--- config.mk ---
export PLATFORM = sky130hd
export DESIGN_NAME = vga_tile_renderer
export DESIGN_NICKNAME = d
export VERILOG_FILES = /design/src/rtl/vga_tile_renderer.sv
export SDC_FILE = /design/constraint.sdc
export NUM_CORES = 1
export LEC_CHECK = 0
export CAP_MARGIN = 20
export CORE_ASPECT_RATIO = 1.4
export CORE_MARGIN = 8
export CORE_UTILIZATION = 55
export CTS_CLUSTER_DIAMETER = 30
export DETAILED_ROUTE_END_ITERATION = 10
export GPL_TIMING_DRIVEN = 0
export MAX_ROUTING_LAYER = met4
export PLACE_DENSITY = 0.82
export SETUP_SLACK_MARGIN = 0.3
export SYNTH_ARGS = -nofsm -noshare
export SYNTH_HDL_FRONTEND = slang
export SYNTH_SLANG_ARGS = --single-unit
--- constraint.sdc ---
create_clock -name clk -period 5.32 [get_ports clk]
set_input_delay 0.532 -clock clk [delete_from_list [all_inputs] [get_ports clk]]
set_output_delay 0.532 -clock clk [all_outputs]
set_load 0.02 [all_outputs]
--- src/rtl/vga_tile_renderer.sv ---
// vga_tile_renderer -- VGA sync generator with a scrolled tile-map background and
// colour-keyed sprite overlay, four pipeline stages from counters to registered RGB. Rev 1.0
`default_nettype none
module vga_tile_renderer #(
  parameter int          H_SYNC     = 112,
  parameter int          H_BACK     = 248,
  parameter int          H_ACTIVE   = 1280,
  parameter int          H_FRONT    = 48,
  parameter int          V_SYNC     = 3,
  parameter int          V_BACK     = 38,
  parameter int          V_ACTIVE   = 1024,
  parameter int          V_FRONT    = 1,
  parameter int          IMG_H      = 896,
  parameter int          TILE_LOG2  = 6,
  parameter int          MAP_W      = 212,
  parameter int          MAP_AW     = 12,
  parameter int          ATLAS_AW   = 18,
  parameter int          ATLAS_W    = 640,
  parameter int          NSPR       = 2,
  parameter logic [15:0] KEY        = 16'd23743,
  parameter int          SCROLL_MAX = 12160
) (
  input  logic                     clk,
  input  logic                     rst,
  input  logic [13:0]              scroll_in,
  input  logic                     scroll_we,
  input  logic [NSPR-1:0]          spr_en,
  input  logic [NSPR*11-1:0]       spr_x,
  input  logic [NSPR*10-1:0]       spr_y,
  input  logic [NSPR*ATLAS_AW-1:0] spr_base,
  output logic [MAP_AW-1:0]        map_addr,
  input  logic [5:0]               map_data,
  output logic [ATLAS_AW-1:0]      tile_addr,
  input  logic [15:0]              tile_data,
  output logic [NSPR*ATLAS_AW-1:0] spr_addr,
  input  logic [NSPR*16-1:0]       spr_data,
  output logic [3:0]               red,
  output logic [3:0]               green,
  output logic [3:0]               blue,
  output logic                     hs,
  output logic                     vs,
  output logic                     frame_start
);
  localparam int COL  = H_SYNC + H_BACK + H_ACTIVE + H_FRONT;
  localparam int ROW  = V_SYNC + V_BACK + V_ACTIVE + V_FRONT;
  localparam int HOFF = H_SYNC + H_BACK;
  localparam int VOFF = V_SYNC + V_BACK;
  localparam int TILE = 1 << TILE_LOG2;
  localparam int TPR  = ATLAS_W >> TILE_LOG2;
  localparam int HW   = $clog2(COL);
  localparam int VW   = $clog2(ROW);

  localparam logic [HW-1:0] H_LO   = HW'(HOFF);
  localparam logic [HW-1:0] H_HI   = HW'(HOFF + H_ACTIVE);
  localparam logic [HW-1:0] H_SY   = HW'(H_SYNC);
  localparam logic [HW-1:0] H_LAST = HW'(COL - 1);
  localparam logic [VW-1:0] V_LO   = VW'(VOFF);
  localparam logic [VW-1:0] V_HI   = VW'(VOFF + V_ACTIVE);
  localparam logic [VW-1:0] V_SY   = VW'(V_SYNC);
  localparam logic [VW-1:0] V_LAST = VW'(ROW - 1);
  localparam logic [13:0]   SMAX   = 14'(SCROLL_MAX);

  logic [HW-1:0] h_cnt;
  logic [VW-1:0] v_cnt;
  logic [13:0]   pending, scroll;

  logic          active_c, draw_c, hs_c, vs_c, fs_c;
  logic [10:0]   x_c;
  logic [9:0]    y_c;
  logic [14:0]   wx_c;
  logic [NSPR-1:0] hit_c;
  logic [11:0]   dx_c [NSPR];
  logic [10:0]   dy_c [NSPR];

  logic [TILE_LOG2-1:0] tx1, ty1;
  logic                 draw1, draw2, draw3;
  logic [NSPR-1:0]      hit1, hit2, hit3;
  logic [TILE_LOG2-1:0] dx1 [NSPR];
  logic [TILE_LOG2-1:0] dy1 [NSPR];
  logic [ATLAS_AW-1:0]  base1 [NSPR];

  logic [ATLAS_AW-1:0]      tile_nxt;
  logic [NSPR*ATLAS_AW-1:0] spr_nxt;
  logic [15:0]              tile_pix3, pix_c;
  logic [NSPR*16-1:0]       spr_pix3;
  logic [3:0]               hs_d, vs_d, fs_d;

  always_ff @(posedge clk or negedge rst) begin
    if (!rst) begin
      h_cnt   <= '0;
      v_cnt   <= '0;
      pending <= '0;
      scroll  <= '0;
    end else begin
      if (h_cnt == H_LAST) begin
        h_cnt <= '0;
        v_cnt <= (v_cnt == V_LAST) ? '0 : v_cnt + VW'(1);
      end else begin
        h_cnt <= h_cnt + HW'(1);
      end
      if (scroll_we) pending <= scroll_in;
      // scroll only moves at the top-left corner so a frame never tears
      if (h_cnt == '0 && v_cnt == '0) scroll <= (pending > SMAX) ? SMAX : pending;
    end
  end

  always_comb begin
    active_c = (h_cnt >= H_LO) && (h_cnt < H_HI) && (v_cnt >= V_LO) && (v_cnt < V_HI);
    x_c      = 11'(h_cnt) - 11'(HOFF);
    y_c      = 10'(v_cnt) - 10'(VOFF);
    wx_c     = 15'(x_c) + 15'(scroll);
    draw_c   = active_c && (y_c < 10'(IMG_H));
    hs_c     = (h_cnt >= H_SY);
    vs_c     = (v_cnt >= V_SY);
    fs_c     = (h_cnt == '0) && (v_cnt == '0);
    hit_c    = '0;
    for (int i = 0; i < NSPR; i++) begin
      dx_c[i]  = 12'(x_c) - 12'(spr_x[i*11 +: 11]);
      dy_c[i]  = 11'(y_c) - 11'(spr_y[i*10 +: 10]);
      hit_c[i] = spr_en[i] && active_c
                 && (x_c >= spr_x[i*11 +: 11]) && (dx_c[i] < 12'(TILE))
                 && (y_c >= spr_y[i*10 +: 10]) && (dy_c[i] < 11'(TILE));
    end
  end

  always_comb begin
    tile_nxt = ATLAS_AW'((32'(map_data) % 32'(TPR)) * 32'(TILE)
                       + (32'(map_data) / 32'(TPR)) * 32'(TILE * ATLAS_W)
                       + 32'(ty1) * 32'(ATLAS_W) + 32'(tx1));
    spr_nxt = '0;
    for (int i = 0; i < NSPR; i++) begin
      if (hit1[i])
        spr_nxt[i*ATLAS_AW +: ATLAS_AW] =
          ATLAS_AW'(32'(base1[i]) + 32'(dy1[i]) * 32'(ATLAS_W) + 32'(dx1[i]));
    end
  end

  // Descending scan so the lowest-index opaque sprite wins.
  always_comb begin
    pix_c = tile_pix3;
    for (int i = NSPR - 1; i >= 0; i--) begin
      if (hit3[i] && (spr_pix3[i*16 +: 16] != KEY)) pix_c = spr_pix3[i*16 +: 16];
    end
  end

  always_ff @(posedge clk or negedge rst) begin
    if (!rst) begin
      tx1       <= '0;
      ty1       <= '0;
      draw1     <= 1'b0;
      hit1      <= '0;
      map_addr  <= '0;
      for (int i = 0; i < NSPR; i++) begin
        dx1[i]   <= '0;
        dy1[i]   <= '0;
        base1[i] <= '0;
      end
      draw2     <= 1'b0;
      hit2      <= '0;
      tile_addr <= '0;
      spr_addr  <= '0;
      draw3     <= 1'b0;
      hit3      <= '0;
      tile_pix3 <= '0;
      spr_pix3  <= '0;
      red       <= '0;
      green     <= '0;
      blue      <= '0;
    end else begin
      tx1      <= wx_c[TILE_LOG2-1:0];
      ty1      <= y_c[TILE_LOG2-1:0];
      draw1    <= draw_c;
      hit1     <= hit_c;
      map_addr <= MAP_AW'((32'(y_c) >> TILE_LOG2) * 32'(MAP_W) + (32'(wx_c) >> TILE_LOG2));
      for (int i = 0; i < NSPR; i++) begin
        dx1[i]   <= dx_c[i][TILE_LOG2-1:0];
        dy1[i]   <= dy_c[i][TILE_LOG2-1:0];
        base1[i] <= spr_base[i*ATLAS_AW +: ATLAS_AW];
      end
      draw2     <= draw1;
      hit2      <= hit1;
      tile_addr <= tile_nxt;
      spr_addr  <= spr_nxt;
      draw3     <= draw2;
      hit3      <= hit2;
      tile_pix3 <= tile_data;
      spr_pix3  <= spr_data;
      red       <= draw3 ? pix_c[15:12] : 4'd0;
      green     <= draw3 ? pix_c[10:7]  : 4'd0;
      blue      <= draw3 ? pix_c[4:1]   : 4'd0;
    end
  end

  // Sync delay line resets to the asserted (low) state.
  always_ff @(posedge clk or negedge rst) begin
    if (!rst) begin
      hs_d <= '0;
      vs_d <= '0;
      fs_d <= '0;
    end else begin
      hs_d <= {hs_d[2:0], hs_c};
      vs_d <= {vs_d[2:0], vs_c};
      fs_d <= {fs_d[2:0], fs_c};
    end
  end

  assign hs          = hs_d[3];
  assign vs          = vs_d[3];
  assign frame_start = fs_d[3];
endmodule
`default_nettype wire

======== Yosys cells after proc, flatten, opt, wreduce, memory -nomap -nowiden ========
Index checks and enable logic that the tools add are counted.
word-level totals
  input port bits ......................... 151
  register bits after elaboration ......... 269
  logic and storage cells ................. 102
cells by class
  magnitude comparators ................... 16
  reduce and logical (&&, ||, !) cells .... 19
  mux-type cells .......................... 10
  $add $sub $neg .......................... 17
  div/mod/pow operators ................... 2
  multiply operators ...................... 5
  equal/unequal tests ..................... 4
operator list
  operator                                             count
  adder 18 x 16 -> 18 bit                              3
  adder 18 x 6 -> 18 bit                               3
  two-way mux 18 bit                                   2
  divider 6 x 4 -> 32 bit, second input constant       1
  modulo 6 x 4 -> 32 bit, second input constant        1
  multiplier 32 x 3 -> 5 bit, second input constant    1
  two-way mux 16 bit                                   2
  != test 16 x 15 -> 1 bit, second input constant      2
  multiplier 6 x 3 -> 9 bit, second input constant     3
  < comparator 12 x 7 -> 1 bit, second input constant  2
  subtractor 11 x 11 -> 12 bit                         2
  adder 11 x 1 -> 11 bit, second input constant        2
  == test 11 bit, second input constant                2
  >= comparator 11 bit                                 2
  logical NOT 11 bit                                   2
  < comparator 11 bit, second input constant           2
  < comparator 11 x 7 -> 1 bit, second input constant  2
  two-way mux 11 bit                                   2
  subtractor 10 x 10 -> 11 bit                         2
  >= comparator 10 bit                                 2
  adder 18 bit                                         1
  logical AND 1 bit                                    17
  adder 11 x 14 -> 15 bit                              1
  > comparator 14 bit, second input constant           1
  other kinds (11)                                     13

======== Depth between registers and ports, before layout ========
Gate-level depths: netlist of run 1.
  word-level depth ........................ 9
  mapped depth ............................ 21
  mapped depth without buffers ............ 19

======== Worst setup path after synthesis of run 1 ========
No wires, ideal clock.
  path kind ............................... input to register
  from .................................... in map_data[4]
  to ...................................... reg tile_addr[17]
  library setup time ...................... 0.129 ns
  slack ................................... 0.944 ns
  data required time ...................... 5.191 ns
  stages on the path ...................... 18
  buffers on the path ..................... 2
  arrival ................................. 4.247 ns
  path through ............................ buf_2 or2_1 ha_1 clkbuf_1 nor2b_1 nand2_1 a2bb2oi_1 xor2_1 ha_1 nand2b_1 a211o_1 o21a_1 fa_1 inv_1 ha_1 and3_1 a211oi_1 xnor2_1
between the ends
  word-level cells in the longest chain between the ends .. 5
ends and longest elaborated chain
  element                      line  text
  from (decl)                  32    input logic [5:0] map_data,
  divider 6 x 4 -> 32 bit      128   + (32'(map_data) / 32'(TPR)) * 32'(TILE * ATLAS_W)
  multiplier 32 x 3 -> 5 bit   128
  adder 18 bit (*)             128
  adder 18 x 16 -> 18 bit (*)  129   + 32'(ty1) * 32'(ATLAS_W) + 32'(tx1));
  adder 18 x 6 -> 18 bit (*)   129
  via tile_nxt[17]             82    logic [ATLAS_AW-1:0] tile_nxt;
  to (signal assigned)         182   tile_addr <= tile_nxt;
  to (decl)                    33    output logic [ATLAS_AW-1:0] tile_addr,
The timed path passes the listed nets; every way through them passes the cells marked *.
A chain may end at the register's enable or synchronous reset.

======== Final worst setup path of run 1 ========
Ends and elaborated chain as after synthesis.

==> results of run 1 <==
==> synthesized netlist by cell type, types with 13 or more instances <==
library cell	n	area (sq um)
xor2_1	32	280.3
mux2i_1	20	200.2
nor3_1	15	75.07
o21a_1	21	157.7
a21o_1	24	180.2
mux2_2	15	168.9
dfrtp_1	265	6631
nand3_1	24	120.1
clkbuf_1	23	86.33
nand2_1	71	266.5
and2_1	36	225.2
o211a_1	13	130.1
nor2_1	79	296.5
o21ai_0	39	195.2
nor2b_1	27	168.9
nand2b_1	18	112.6
xnor2_1	83	727.0
a21oi_1	68	340.3
inv_1	112	420.4
ha_1	160	2002
fa_1	15	300.3
==> registers in the layout, summed over array words and instances, names as in the netlist, 6 cells and up <==
name,flops
spr_addr,36
base1,36
tile_addr,18
spr_pix3,32
scroll,14
tile_pix3,12
h_cnt,11
pending,14
tx1,6
ty1,6
dx1,12
map_addr,12
dy1,12
v_cnt,11
==> stage by stage <==
stage / total power, uW / hold slack [ns] / cells
finish: 6272 / 0.3406 / 1985
global placement: 3368 / 0.3327 / 1896
detailed placement: 3409 / 0.3347 / 1898
global route: 6562 / 0.3453 / 1985
CTS: 6325 / 0.3413 / 1983
floorplan: 2967 / 0.2364 / 1346
==> power groups by stage <==
stage               Sequential (uW)  Combinational (uW)  Clock [uW]
CTS                            2200                1200        2920
global placement               2230                1140           0
global route                   2210                1330        3020
finish                         2200                1200        2870
detailed placement             2230                1180           0
floorplan                      2290                 674           0
==> cells by family (layout without fill, tap and decap cells) <==
| kind of cell | count (synthesis) | in the layout | synth area share (%) |
|---|---|---|---|
| compound gates | 279 | 279 | 13.21 |
| xor+xnor | 115 | 115 | 6.941 |
| fa+ha+maj | 177 | 177 | 16.00 |
| buf+inv | 142 | 455 | 3.760 |
| flops | 265 | 265 | 45.70 |
| mux | 35 | 35 | 2.544 |
| other cells | 0 | 2 | 0 |
| simple gates | 333 | 333 | 11.84 |
==> path summary, 6_finish.rpt <==
check | end | slack, ns | cells past startpoint
setup / recovery | tile_addr[17] | 0.56 | 21
max in group asynchronous | vs_d[3] | 3.96 | 3
min in group asynchronous | red[1] | 0.45 | 2
hold / removal | draw2 | 0.34 | 0
setup reg to reg | map_addr[10] | 0.76 | 18
hold reg to reg | draw2 | 0.34 | 0
==> per-layer routing <==
layer / track usage, % / vias up / wire (um)
met1: 25.06 / 5371 / 13880
met3: 4.294 / 110 / 1818
li1: - / 5270 / -
met4: 11.29 / 0 / 1674
met2: 43.29 / 324 / 19950
met5: - / - / 0
==> final cells by class <==
type	count	share of cell area [%]
clock buffer	53	6.468
antenna	2	0.02659
inverter	113	2.254
buffer	29	0.6581
sequential	265	35.23
tap	324	2.154
multi-input combinational	939	39.15
timing repair buffer	229	12.39
clock inverter	31	1.669
==> worst max-delay path, cell delays in order <==
cell             delay, ns
clkdlybuf4s50_1       0.41
buf_2                 0.18
or2_1                 0.27
ha_1                  0.28
clkbuf_1              0.21
nor2b_2               0.27
nand2_1               0.10
a2bb2oi_2             0.22
xor2_2                0.13
ha_1                  0.22
nor2_1                0.13
xor2_1                0.24
ha_1                  0.29
ha_1                  0.30
a21o_1                0.17
a21oi_1               0.28
o21bai_1              0.11
a21oi_1               0.26
o21bai_1              0.14
a211oi_1              0.29
xnor2_1               0.11
==> what timing repair did <==
action | in CTS | in global routing
gates resized for setup | 1 | 11
setup endpoints to repair | 1 | 6
endpoints found under the hold margin | 32 | 0
hold buffers | 1 | 0
cloned | 0 | 0
==> impl_metrics.json, run 1 <==
{
  "status": "completed",
  "maxCapViolCount": 0,
  "fillCellCount": 1787,
  "hold_viol_final": 0,
  "grt_usage_pct": 24.04,
  "tns_ns": 0,
  "cts.sinks": 265,
  "p_sw_uw": 1734,
  "wl_um": 37320,
  "min-delay-path-class": "register to register",
  "die-area_sq_um": 31910,
  "setup_viol": 0,
  "avgViaCountPerCell": 5.579,
  "endpoint_kind": "register",
  "seqCellArea_sq_um": 6631,
  "io_pins": 232,
  "crit_type": "input pin to register",
  "place.port_buffers": 226,
  "die_h_um": 208.2,
  "final_core_util_pct": 72.36,
  "first_iter_violations": 615,
  "drv_slew": 0,
  "drive_gt1_share_pct": 7.776,
  "p_per_area_nw_per_um2": 333.2,
  "fin_ws_ns": 0.5569,
  "intPower_uw": 4537,
  "clk_path_buf_depth": 3,
  "multi_input_area_sq_um": 7368,
  "synth_flop_cell": "dfrtp_1",
  "period_needed_ns": 4.763,
  "final_nets": 1949,
  "critPathMaxFanout": 10,
  "leakage_uw": 0.008921,
  "rows": 70,
  "initial_core_util_pct": 55.78,
  "synth_area_sq_um": 14510,
  "dpl.hpwl_um": 27970,
  "final_cell_mix": "dfrtp_1 (265), clkdlybuf4s50_1 (225), ha_1 (160)",
  "avgRoutedWirePerCell_um": 18.80,
  "r2r-start": "h_cnt[3]",
  "cp-start-kind": "input pin",
  "ant_nets": 0,
  "clock_power_share_pct": 45.7,
  "fmax_mhz": 209.9,
  "power_frac_comb_pct": 19.2,
  "grt_first_pass_wirelength_um": 59710,
  "syn_nets": 1672,
  "grt_pass1_vias": 11900,
  "synth_edf_count": 0,
  "die_w_um": 153.3,
  "place_area_sq_um": 17240,
  "final_common_cell": "dfrtp_1",
  "tightest_slew_ns": 0.9287,
  "synth-seq-cells": 265,
  "critPathArrivalTime_ns": 5.18,
  "yosysSeqAreaShare_pct": 45.70,
  "hold_path.startpoint": "draw1",
  "dp_slack_ns": -0.08807,
  "grt_max_degree": 125,
  "cts-buffers-inserted": 46,
  "insertion_delay_ns": 0.55,
  "p_sw_share_pct": 27.66,
  "finalClockSkew_ns": 0.02747,
  "grt-ovfl-total": 0,
  "relSlewSlack_pct": 37.52,
  "htreeDepth": 2,
  "critPathLaunch": "map_data[4]",
  "seq_power_share_pct": 35.1,
  "syn2layout_area_growth_pct": 29.71,
  "syn_avg_cell_area_sq_um": 10.78,
  "netlist_instances": 1346,
  "vias": 11080,
  "period_share_pct": 89.53,
  "ir_drop_v": 0.0002319,
  "clock-root-buffer": "clkbuf_16",
  "fin_area_sq_um": 18820,
  "required_ns": 5.74,
  "path_clk_slew_ns": 0.05,
  "core-area_sq_um": 26010,
  "drc": 0,
  "rsz0062_at_grt": "false",
  "synth_cell_types": 74,
  "post_cts_buffers": 0,
  "async_flop_share_pct": 100.0,
  "ys_warn_count": 0,
  "grt_antenna_before_repair": 2,
  "cts_tree": "built",
  "gp_congestion": 0.9349,
  "drt_first_pass_iters": 7
}
Note: power is estimated with default switching activity, not from simulation.
==> run 2: changes to the inputs <==
--- a/config.mk
+++ b/config.mk
@@ -5,8 +5,6 @@
 export SDC_FILE = /design/constraint.sdc
 export NUM_CORES = 1
 export LEC_CHECK = 0
-export CAP_MARGIN = 20
-export CORE_ASPECT_RATIO = 1.4
 export CORE_MARGIN = 8
 export CORE_UTILIZATION = 55
 export CTS_CLUSTER_DIAMETER = 30
==> run 2 against run 1 <==
Power is 7.4% higher; count of clock-buffer cells in the layout is 9 higher; design area is 1.7% higher; register-to-register slack worse by 0.03 ns; first-iteration DRC count is 3.1% lower; critical path depth stayed put; non-clock buffer count stayed put; sequential share of layout area is 0.58 points lower; hold slack worse by 0.013 ns; clock skew is 0.0026 ns lower; die area is 0.23% lower; largest power group unchanged.
==> impl_metrics.json, run 2 (synthesized netlist as in run 1, its figures left out) <==
{
  "status": "completed",
  "min-delay-path-class": "register to register",
  "drc": 0,
  "die_h_um": 178.4,
  "critPathMaxFanout": 10,
  "grt.busiest_layer": "met2",
  "endpoint_kind": "register",
  "r2r_cells": 18,
  "rsz0062_at_grt": "false",
  "cts.sinks": 265,
  "min_path_cells": 0,
  "cp-start-kind": "input pin",
  "grt-ovfl-total": 0,
  "hold_path.startpoint": "vs_d[0]",
  "grt_pass1_vias": 11610,
  "globalRouteMet1Util_pct": 26.01,
  "die-area_sq_um": 31840,
  "r2r-start": "h_cnt[3]",
  "ant_nets": 0,
  "final_core_util_pct": 73.65,
  "r2r_end": "map_addr[10]",
  "hold_viol_final": 0,
  "wl_um": 36100,
  "period_share_pct": 88.68,
  "grt_antenna_before_repair": 3,
  "fillCellCount": 1735,
  "grt_usage_pct": 23.24,
  "grt_max_degree": 129,
  "finalHoldWorstSlack_ns": 0.3277,
  "required_ns": 5.76,
  "drv_slew": 0,
  "rows": 59,
  "rrSetupSlack_ns": 0.73,
  "grtUsageMet2_pct": 40.56,
  "final_nets": 1956,
  "dpl.hpwl_um": 26630,
  "crit_type": "input pin to register",
  "drive_gt1_share_pct": 8.065,
  "io_pins": 232,
  "grt_first_pass_wirelength_um": 57620,
  "final_common_cell": "dfrtp_1",
  "gp_congestion": 0.9116,
  "path_clk_slew_ns": 0.05,
  "period_needed_ns": 4.718,
  "avgRoutedWirePerCell_um": 17.94,
  "fmax_mhz": 212.0,
  "relSlewSlack_pct": 38.35,
  "final_cell_mix": "dfrtp_1 (265), clkdlybuf4s50_1 (225), ha_1 (160)",
  "syn2layout_area_growth_pct": 31.89,
  "avgViaCountPerCell": 5.486,
  "tightest_slew_ns": 0.9014,
  "core-area_sq_um": 25980,
  "first_iter_violations": 596,
  "ir_drop_v": 0.0003728,
  "p_per_area_nw_per_um2": 351.9,
  "clk_path_buf_depth": 3,
  "leakage_uw": 0.009063,
  "insertion_delay_ns": 0.57,
  "cts_tree": "built",
  "place.port_buffers": 226,
  "cts-buffers-inserted": 53,
  "die_w_um": 178.4,
  "clock-root-buffer": "clkbuf_16",
  "finalClockSkew_ns": 0.02487,
  "setup_viol": 0,
  "critPathArrivalTime_ns": 5.16,
  "htreeDepth": 2,
  "initial_core_util_pct": 55.84,
  "use_met3_pct": 6.033,
  "top_regs": "base1 x36, spr_addr x36, spr_pix3 x32",
  "drt_first_pass_iters": 5,
  "min_to": "vs_d[1]",
  "vias": 11040,
  "maxCapViolCount": 0,
  "finalPower_uw": 6735
}
## run 2: cell types whose count changed in the layout (fill, tap and decap cells not counted), sizes merged
cell / change
clkbuf: +9
clkinv: +8
bufinv: +3
clkinvlp: -3
inv: -2
diode: +1
## run 2: where the power goes
group | internal, uW | total (uW) | switching [uW]
clock network | 2190 | 3350 | 1160
registers | 2140 | 2200 | 59.1
logic | 580 | 1190 | 607
total | 4910 | 6740 | 1820
## run 2: final cells by class
class	count	area [sq um]	share of cell area [%]
Tap cell	335	419.2	2.190
Timing Repair Buffer	229	2332	12.19
Antenna cell	3	7.507	0.03923
Multi-Input combinational cell	939	7347	38.39
Sequential cell	265	6631	34.65
Inverter	113	424.2	2.216
Buffer	29	121.4	0.6342
Clock inverter	37	474.2	2.478
Clock buffer	62	1380	7.211
## run 2: worst max-delay path by stage
| stage | start | end | slack (ns) | cells past startpoint |
|---|---|---|---|---|
| after floorplan | map_data[4] | tile_addr[17] | 0.94 | 18 |
| after global placement | rst | pending[2] | -7.23 | 1 |
| after detailed placement | map_data[4] | tile_addr[17] | 0.04 | 21 |
| after CTS | h_cnt[3] | map_addr[10] | 0.47 | 18 |
| after global routing | h_cnt[3] | map_addr[10] | 0.33 | 18 |
| final | map_data[4] | tile_addr[17] | 0.60 | 21 |
## run 2: timing repair
item | in CTS | in global routing
hold endpoints to repair | 37 | 0
buffers inserted | 0 | 0
gates resized for setup | 0 | 4
hold buffers | 1 | 0
endpoints found under the setup margin | 0 | 5
## run 2: metrics by stage
stage / TNS (ns) / std cells / setup slack, ns / area [sq um]
final: 0 / 2012 / 0.6021 / 19140
after CTS: 0 / 2009 / 0.4701 / 19120
after global placement: -1907.71 / 1907 / -7.230 / 17190
after floorplan: 0 / 1346 / 0.9442 / 14510
after global routing: 0 / 2012 / 0.3329 / 19140
after detailed placement: 0 / 1909 / 0.03756 / 17250
## run 2: routing by layer
layer,up-vias,share of wire [%]
li1,5291,-
met1,5337,39
met2,357,51
met3,52,8.3
met4,0,1.8
met5,-,0
## run 2: worst max-delay path, cell delays in order
cell and delay, ns:
clkdlybuf4s50_1 0.48, buf_2 0.22, or2_1 0.18, ha_1 0.17
clkbuf_1 0.29, nor2b_2 0.32, nand2_1 0.08, a2bb2oi_1 0.21
xor2_1 0.33, ha_1 0.23, nor2_1 0.06, xor2_1 0.17
ha_1 0.34, ha_1 0.31, a21o_1 0.18, a21oi_1 0.22
o21bai_1 0.09, a21oi_1 0.24, o21bai_1 0.13, a211oi_1 0.25
xnor2_1 0.11
==> run 3: changes to the inputs <==
--- a/config.mk
+++ b/config.mk
@@ -5,13 +5,14 @@
 export SDC_FILE = /design/constraint.sdc
 export NUM_CORES = 1
 export LEC_CHECK = 0
+export ABC_AREA = 1
 export CORE_MARGIN = 8
 export CORE_UTILIZATION = 55
 export CTS_CLUSTER_DIAMETER = 30
 export DETAILED_ROUTE_END_ITERATION = 10
 export GPL_TIMING_DRIVEN = 0
 export MAX_ROUTING_LAYER = met4
-export PLACE_DENSITY = 0.82
+export PLACE_DENSITY = 0.81
 export SETUP_SLACK_MARGIN = 0.3
 export SYNTH_ARGS = -nofsm -noshare
 export SYNTH_HDL_FRONTEND = slang
==> run 3 against run 2 <==
First-iteration DRC count up 50%; die area increased by 3.9%; cell count increased by 19%; sequential share of layout area is 1.5 points lower; sequential cell count stayed put; core utilization up 0.31 points; clock skew down 0.010 ns; register-to-register slack improved by 0.08 ns; highest routed layer unchanged.
==> impl_metrics.json, run 3 <==
{
  "status": "completed",
  "synth_cell_types": 49,
  "p_sw_uw": 2025,
  "leakage_uw": 0.01009,
  "r2r_end": "map_addr[10]",
  "cp-start-kind": "register",
  "period_needed_ns": 4.512,
  "die-area_sq_um": 33090,
  "final_nets": 2328,
  "hold_viol_final": 0,
  "p_sw_share_pct": 27.61,
  "intPower_uw": 5310,
  "max_stage_delay_ns": 0.45,
  "endpoint_kind": "register",
  "yosys-top-cells-count": "nand2_1 (298), dfrtp_1 (265), inv_1 (264), ha_1 (160), nor2_1 (134)",
  "final_core_util_pct": 73.96,
  "netlist_instances": 1715,
  "period_share_pct": 84.81,
  "insertion_delay_ns": 0.56,
  "critPathMaxFanout": 10,
  "synth_flop_cell": "dfrtp_1",
  "clock_power_share_pct": 50.4,
  "core-area_sq_um": 27030,
  "crit_type": "register to register",
  "avgRoutedWirePerCell_um": 17.32,
  "power_frac_comb_pct": 19.3,
  "synth_top_area_share_pct": 43.80,
  "synth.area.top_cells": "dfrtp_1 (44%), ha_1 (13%), nand2_1 (7.4%)",
  "async_flop_share_pct": 100.0,
  "required_ns": 5.80,
  "p_per_area_nw_per_um2": 366.9,
  "wl_um": 41480,
  "drv_slew": 0,
  "ys_warn_count": 0,
  "synth_area_sq_um": 15140,
  "rows": 60,
  "yosysSeqAreaShare_pct": 43.80,
  "min-delay-path-class": "register to register",
  "place_area_sq_um": 17890,
  "vias": 12780,
  "maxCapViolCount": 0,
  "critPathArrivalTime_ns": 4.99,
  "initial_core_util_pct": 56.02,
  "dpl.hpwl_um": 31710,
  "io_pins": 232,
  "crit_chain": "inv_1 -> ha_1 -> xnor2_1 -> ha_1 -> nand2_1 -> o21ai_0 -> a21o_1 -> a21o_1 -> a21oi_1 -> xor2_1 -> inv_1 -> fa_1 -> o21ai_0 -> a21oi_1 -> o21ai_0 -> nand2_1 -> a21oi_1 -> xor2_1",
  "finalClockSkew_ns": 0.01451,
  "grt_first_pass_wirelength_um": 66130,
  "cp_num_buf_inv": 2,
  "die_w_um": 181.9,
  "grt_antenna_before_repair": 4,
  "grt-ovfl-total": 0,
  "die_h_um": 181.9,
  "path_clk_slew_ns": 0.05,
  "cts_tree": "built",
  "syn2layout_area_growth_pct": 32.02,
  "cp_slowest_cell": "xnor2_1",
  "cts.sinks": 265,
  "crit_family": "compound AO/OA/AOI/OAI gates",
  "relSlewSlack_pct": 40.17,
  "ant_nets": 0,
  "rrSetupSlack_ns": 0.81,
  "drive_gt1_share_pct": 7.028,
  "seq_power_share_pct": 30.3,
  "synth_edf_count": 0,
  "syn_avg_cell_area_sq_um": 8.828,
  "fin_ws_ns": 0.8082,
  "tightest_slew_ns": 0.8892,
  "hold_path.startpoint": "hs_d[2]",
  "fmax_mhz": 221.6,
  "cts-buffers-inserted": 56,
  "grt_usage_pct": 25.61,
  "synth-seq-cells": 265,
  "place.port_buffers": 226,
  "min_path_cells": 0,
  "r2r_cells": 18,
  "first_iter_violations": 892,
  "avgViaCountPerCell": 5.339,
  "clock-root-buffer": "clkbuf_16",
  "rsz0062_at_grt": "false",
  "tns_ns": 0,
  "top_regs": "base1 x36, spr_addr x36, spr_pix3 x32",
  "grt_pass1_vias": 12930,
  "clk_path_buf_depth": 3,
  "drc": 0,
  "dp_slack_ns": 0.6107,
  "synth.most_common_cell": "nand2_1",
  "gp_congestion": 0.9519,
  "finalPower_uw": 7334,
  "ir_drop_v": 0.0003156,
  "final_cell_mix": "nand2_1 (298), dfrtp_1 (265), inv_1 (264)",
  "htreeDepth": 2,
  "synth_top_area_cell": "dfrtp_1",
  "fin_area_sq_um": 19990,
  "grt_max_degree": 118,
  "r2r-start": "h_cnt[3]",
  "setup_viol": 0,
  "drt_first_pass_iters": 5,
  "final_common_cell": "nand2_1",
  "min_to": "hs_d[3]",
  "syn_nets": 2041
}
[run 3: cell types whose count changed after synthesis, sizes merged, moves of 36 or more]
cell and delta:
inv +156, nor2 +58, o21ai +54, and2 -36, xor2 +38, nand3 +53
nand2 +238, xnor2 -58, a21oi +50
[run 3: routing by layer]
metal / up-vias / routed length (um) / global-route usage [%]
met5: - / 0 / -
met4: 0 / 1491 / 10.13
met3: 93 / 2695 / 4.731
met2: 439 / 19750 / 42.08
met1: 6023 / 17530 / 30.95
li1: 6227 / - / -
[run 3: cell families (layout without fill, tap and decap cells)]
logic type,count (synthesis),count (layout),share of synthesized area [%]
and+or+nand+nor,598,598,17.09
AOI/OAI and AO/OA,292,292,11.07
buffers and inverters,288,622,7.190
DFF,265,265,43.80
adders and majority gates,175,175,15.21
xor gates and xnor gates,95,95,5.496
muxes,2,2,0.1487
other,0,4,0
[run 3: worst max path at each step]
stage                      startpoint  cells after the start       endpoint  slack, ns
final                        h_cnt[3]                     18   map_addr[10]       0.81
after global routing         h_cnt[3]                     18   map_addr[10]       0.32
after CTS                    h_cnt[3]                     21   map_addr[10]       0.78
after detailed placement  map_data[3]                     26  tile_addr[16]       0.61
after global placement            rst                      1   tile_addr[6]      -7.20
after floorplan           map_data[4]                     25  tile_addr[16]       1.51
[run 3: layout make-up]
type	instances	area, sq um
repair buffers	229	2332
clock inverters	37	504.2
fillers	1915	7038
inverters	270	1013
multi-input cells	1162	7427
well taps	341	426.7
diodes	4	10.01
clock buffers	68	1568
flip-flops and latches	265	6631
plain buffers	18	75.07
[run 3: repair_timing]
action	CTS	global route
resized for setup	0	1
setup buffers	0	0
hold endpoints to repair	32	0
hold buffers	1	0
endpoints found under the setup margin	0	1
[run 3: metrics by stage]
stage | std cells | hold WS (ns)
5_1_grt | 2394 | 0.3503
3_5_place_dp | 2284 | 0.3356
6_report | 2394 | 0.3441
3_3_place_gp | 2282 | 0.3324
2_1_floorplan | 1715 | 0.2364
4_1_cts | 2390 | 0.3467
[run 3: power groups by stage]
stage / registers [uW] / logic, uW / clock network (uW)
after floorplan: 2330 / 792 / 0
after global placement: 2250 / 1360 / 0
after detailed placement: 2250 / 1400 / 0
after CTS: 2220 / 1420 / 3750
after global routing: 2230 / 1580 / 3860
final: 2220 / 1420 / 3700
